$ cat src/rtl/child_input_filter.sv
// Input conditioning for the child block: three raw inputs are
// synchronised, debounced and presented as clean a/b/c levels.
module child_input_filter #(
  parameter int SYNC_STAGES = 2,
  parameter int DEBOUNCE    = 16,
  parameter int CNT_W       = 8
) (
  input  logic clk,
  input  logic rst,
  input  logic enable,
  input  logic raw_a,
  input  logic raw_b,
  input  logic raw_c,
  output logic a,
  output logic b,
  output logic c,
  output logic changed,
  output logic stable
);

  localparam logic [CNT_W-1:0] LAST = CNT_W'(DEBOUNCE - 1);

  logic [2:0][SYNC_STAGES-1:0] sync;
  logic [2:0][CNT_W-1:0]       cnt;
  logic [2:0][CNT_W-1:0]       cnt_nxt;
  logic [2:0]                  q;
  logic [2:0]                  q_nxt;
  logic [2:0]                  flip;
  logic [2:0]                  s;
  logic [2:0]                  raw;

  assign raw = {raw_c, raw_b, raw_a};

  // Per-channel comparator and debounce counter next state.
  always_comb begin
    cnt_nxt = '0;
    q_nxt   = q;
    flip    = '0;
    s       = '0;
    for (int i = 0; i < 3; i++) begin
      s[i] = sync[i][SYNC_STAGES-1];
      if (enable && (s[i] != q[i])) begin
        if (cnt[i] == LAST) begin
          q_nxt[i] = s[i];
          flip[i]  = 1'b1;
        end else begin
          cnt_nxt[i] = cnt[i] + CNT_W'(1);
        end
      end
    end
  end

  // Synchronisers always shift; state and status flags are registered.
  always_ff @(posedge clk) begin
    if (rst) begin
      sync    <= '0;
      cnt     <= '0;
      q       <= '0;
      changed <= 1'b0;
      stable  <= 1'b1;
    end else begin
      for (int i = 0; i < 3; i++) begin
        sync[i] <= {sync[i][SYNC_STAGES-2:0], raw[i]};
      end
      cnt     <= cnt_nxt;
      q       <= q_nxt;
      changed <= |flip;
      stable  <= (cnt_nxt == '0);
    end
  end

  assign a = q[0];
  assign b = q[1];
  assign c = q[2];

endmodule
$ cat config.mk
export PLATFORM = sky130hd
export DESIGN_NAME = child_input_filter
export DESIGN_NICKNAME = d
export VERILOG_FILES = /design/src/rtl/child_input_filter.sv
export SDC_FILE = /design/constraint.sdc
export NUM_CORES = 1
export LEC_CHECK = 0
export BUFFER_PORTS_ARGS = -buffer_cell sky130_fd_sc_hd__buf_2
export CAP_MARGIN = 20
export CORE_ASPECT_RATIO = 2
export CORE_MARGIN = 3
export CORE_UTILIZATION = 62
export DETAILED_ROUTE_END_ITERATION = 8
export MAX_ROUTING_LAYER = met4
export PLACE_DENSITY = 0.83
export SETUP_SLACK_MARGIN = 0.15
export SYNTH_ARGS = -nofsm -noshare
export SYNTH_HDL_FRONTEND = slang
export SYNTH_SLANG_ARGS = --single-unit
$ cat constraint.sdc
create_clock -name clk -period 2.9 [get_ports clk]
set_clock_uncertainty 0.15 [all_clocks]
set_input_delay 0.58 -clock clk [delete_from_list [all_inputs] [get_ports clk]]
set_output_delay 0.58 -clock clk [all_outputs]
set_load 0.03 [all_outputs]
; ---- Word level (Yosys, flattened, before mapping)
; Index checks and enable logic that the tools add are counted.
[classes]
n_reduce_logical = 8
add_sub_neg = 3
n_eq_ne = 6
n_mux = 12
[op_table]
columns = op, n
row1 = 8-bit two-way mux, 6
row2 = 8-bit by 1-bit adder with 8-bit output (second input constant), 3
row3 = 8-bit by 4-bit equality test with 1-bit output (second input constant), 3
row4 = 24-bit zero test, 1
row5 = 1-bit two-way mux, 6
row6 = 2-bit AND reduction, 3
row7 = 1-bit logical AND, 3
row8 = 1-bit != test, 3
row9 = 3-bit OR reduction, 1
[totals]
word_cells = 40
register_bits = 35

; ---- Logic depth before layout (Yosys ltp)
[depth]
depth_word = 4
ltp_mapped = 6
ltp_nobuf = 6

; ---- Worst setup path before layout
; OpenSTA, ideal clock, no wires.
[synth_path]
path_kind = register -> register
startpoint = register cnt[8] in the netlist's numbering
endpoint = register stable
stages_incl_launch_ff = 7
setup_slack_ps = 1134
arrival_ps = 1500
setup_time_ps = 116
synth_period_minus_slack_ps = 1766
cell_sequence = dfxtp_1 -> ha_1 -> and4b_1 -> o211a_1 -> a211oi_1 -> a21oi_2 -> a41o_1
[synth_between]
elab_chain_cells = 4
[synth_lines]
columns = element, line
row1 = start: declaration, 24  ; logic [2:0][CNT_W-1:0] cnt;
row2 = start signal: assignment, 65  ; cnt <= cnt_nxt;
row3 = 8-bit by 1-bit adder with 8-bit output or 8-bit by 4-bit equality test with 1-bit output (tied branches), "47, 43"
row4 = 8-bit two-way mux (*), 43  ; if (cnt[i] == LAST) begin
row5 = 8-bit two-way mux (*), 42  ; if (enable && (s[i] != q[i])) begin
row6 = 24-bit zero test (*), 68  ; stable <= (cnt_nxt == '0);
row7 = end signal: assignment, 68
row8 = end: declaration, 18  ; output logic stable
; Mark *: on every way between the ends. The rest lies on a longest branch, timed or not.
; A chain may end at the register's enable or synchronous reset.

; ---- Worst setup path in the final report
; Ends and elaborated chain as after synthesis.

==> results.sh <==
export IMPL_totalPowerFinal_mw=0.9047
export IMPL_pwr_density_cell_mw_per_mm2=488.3
export IMPL_drt_iter0_markers=38
export IMPL_cts_tree="yes"
export IMPL_path_delay_family="compound AO/OA/AOI/OAI gates"
export IMPL_worstHoldEndpoint="s[0]"
export IMPL_grt_max_degree=18
export IMPL_min_path_type="reg2reg"
export IMPL_grt_antenna_before_repair=0
export IMPL_muxShareOfSynthArea=0.02362
export IMPL_crit_path_end_kind="register"
export IMPL_synth_top_area_share=0.4133
export IMPL_worstPathArrival_ns=1.95
export IMPL_maxSlewViolCount=0
export IMPL_clk_pin_slew_ns=0.08
export IMPL_area_growth_pct=9.299
export IMPL_clockRootBuffer="clkbuf_8"
export IMPL_setup_viol=0
export IMPL_synth_top_family_by_area="simple AND/OR/NAND/NOR gates"
export IMPL_grt_util_all_layers=0.2226
export IMPL_r2r_cells=6
export IMPL_layout_drive_gt1_share=0.1949
export IMPL_final_cell_count_no_fill=223
export IMPL_synth_seq_cells=35
export IMPL_setup_worst_path_class="reg2reg"
export IMPL_grt_pass1_wl_um=5616
export IMPL_finalSetupTns_ns=0
export IMPL_firstDrtPassIters=4
export IMPL_vias=1290
export IMPL_finalCriticalPeriod_ns=1.910
export IMPL_syn_inst=182
export IMPL_synth_edff_count=0
export IMPL_cts_max_level=2
export IMPL_synth_area_mm2=0.001695
export IMPL_holdPathStages=1
export IMPL_rsz0062_at_grt="false"
export IMPL_synthSimpleGateAreaFrac=0.3063
export IMPL_timing_rr_end="stable"
export IMPL_synth_main_ff_cell="dfxtp_1"
export IMPL_timing_hold_ws_ns=0.2936
export IMPL_fp_dieH_um=79.95
export IMPL_ys_seq_area_frac=0.4133
export IMPL_crit_fanout=6
export IMPL_cts_path_max_buffers=2
export IMPL_hold_buffers=0
export IMPL_dieArea_mm2=0.003436
export IMPL_numPortBuffers=10
export IMPL_crit_buf_inv=0
export IMPL_synth_xor_area_share=0.1085
export IMPL_cts_resized=0
export IMPL_synth_warnings=0
export IMPL_finalHoldViolCount=0
export IMPL_wl_per_cell_um=14.28
export IMPL_cp_data_required_time_ns=2.94
export IMPL_fin_nets=203
export IMPL_maxCapViolations=0
export IMPL_leakagePower_nw=0.6780
export IMPL_gp_congestion=0.8352
export IMPL_dp_hpwl_um=2436
export IMPL_worst_path_largest_cell_delay_ns=0.44
export IMPL_timing_slew_headroom=0.7065
export IMPL_worstReg2RegStart="cnt[8]"
export IMPL_synth_top_area_cell="dfxtp_1"
export IMPL_vdd_ir_drop_worst_mv=0.4610
export IMPL_synth_compound_area_frac=0.1011
export IMPL_io_pins=11
export IMPL_post_route_drc_count=0
export IMPL_core_mm2=0.002570
export IMPL_reg2reg_slack_ns=0.99
export IMPL_insertion_delay_ns=0.29
export IMPL_path_cells="ha_1 > and4b_1 > o211a_1 > a211oi_1 > a21oi_2 > a41o_1"
export IMPL_ant_nets=0
export IMPL_post_cts_buffers=0
export IMPL_status="finished, final reports clean"
export IMPL_cts_buffers=5
export IMPL_crit_path_start_kind="register"
export IMPL_slowest_stage="dfxtp_1"
export IMPL_row_count=26
export IMPL_synthAdderAreaFrac=0.02214
export IMPL_grt_pass1_vias=1328
export IMPL_dp_cells=215
export IMPL_synthTopCellsByArea="dfxtp_1 41%, xor2_1 5.7%, xnor2_1 5.2%, nor2_1 4.6%, nand2_1 3.3%"
export IMPL_start_util=0.6597
export IMPL_die_w_um=42.98
export IMPL_worst_pin_slew_ns=0.4403
export IMPL_async_flop_share=0
export IMPL_antenna_cells=0
export IMPL_synth_avg_cell_area_um2=9.315
export IMPL_clock_fmax_mhz=523.6
export IMPL_holdCritStartpoint="sync[0]"
export IMPL_synth_fp_nets=191
export IMPL_synth_distinct_cells=45
export IMPL_wirelength_um=3185
export IMPL_viasPerCell=5.785
export IMPL_cts_sinks=35
export IMPL_grt_ovfl_total=0
export IMPL_fin_crit_sh=0.6586
==> area by class of cell <==
class                   instances  area, um^2
flip-flops and latches         35       700.7
fillers                       206       716.9
inverters                       3       11.26
clock inverters                 1       7.507
repair buffers                 10       50.05
clock buffers                   7       96.34
multi-input cells             139       952.2
well taps                      28       35.03
==> Yosys cell counts, types with 2 or more instances <==
library cell,number
a21oi_1,5
or3_1,2
a211oi_1,2
dfxtp_1,35
a21o_1,3
a311o_1,2
nor2_2,6
nor3_2,2
xnor2_1,10
nand3_2,3
xor2_1,11
nor2b_1,8
nor3_1,4
nand3_1,10
nor3b_1,4
o21ai_0,2
nor2_1,21
and3_1,2
ha_1,3
clkbuf_1,2
inv_1,3
or3_4,2
mux2i_1,4
nand2_1,15
==> layer usage <==
layer,global-route usage,vias to the layer above,part of all wire
met1,0.2043,607,0.37
met4,0.1239,0,0.025
met5,-,-,0
li1,-,646,-
met2,0.4066,27,0.57
met3,0.04966,10,0.029
==> cells by family (layout without fill, tap and decap cells) <==
logic type / Yosys count / count (layout)
AOI/OAI and AO/OA: 22 / 22
xor gates and xnor gates: 21 / 21
adders and majority gates: 3 / 3
buffers and inverters: 8 / 21
DFF: 35 / 35
muxes: 4 / 4
and+or+nand+nor: 89 / 89
==> cell usage in the layout (no fill, tap or decap), types with 4 or more instances in the layout <==
| master | count |
|---|---|
| mux2i_1 | 4 |
| nor2_2 | 6 |
| a21oi_1 | 5 |
| nor2b_1 | 8 |
| nor2_1 | 21 |
| nand3_1 | 10 |
| dfxtp_1 | 35 |
| nor3_1 | 4 |
| xnor2_1 | 10 |
| clkbuf_8 | 7 |
| nand2_1 | 15 |
| xor2_1 | 11 |
| buf_2 | 10 |
| nor3b_1 | 4 |
==> worst max-delay path by stage <==
stage                      start     end  slack [ns]  depth (start not counted)
after floorplan           cnt[8]  stable        1.13                          6
after global placement    cnt[8]  stable        1.09                          6
after detailed placement  cnt[8]  stable        1.02                          6
after CTS                 cnt[8]  stable        0.99                          6
after global routing      cnt[8]  stable        0.85                          6
final                     cnt[8]  stable        0.99                          6
==> worst register-to-register path, cell delays in order, from the launching register on <==
cell and delay (ns):
dfxtp_1 0.44, ha_1 0.32, and4b_1 0.23, o211a_1 0.20, a211oi_1 0.24, a21oi_2 0.06, a41o_1 0.18
==> flip-flops by register name (all words and copies together), names as in the netlist <==
signal and count:
sync 3, q 3, s 3, changed 1, cnt 24, stable 1
==> stage by stage <==
stage	setup WS, ns	utilization	area [um^2]
after floorplan	1.134	-	1695
after global placement	1.087	0.6806	1749
after detailed placement	1.016	0.6806	1749
after CTS	0.9937	0.7210	1853
after global routing	0.8540	0.7210	1853
final	0.9901	0.7210	1853
==> power breakdown <==
| group | total (mW) | internal [mW] | switching (mW) |
|---|---|---|---|
| registers | 0.488 | 0.486 | 0.00267 |
| logic | 0.0229 | 0.00924 | 0.0137 |
| clock network | 0.393 | 0.216 | 0.178 |
(Power assumes the default switching activity.)
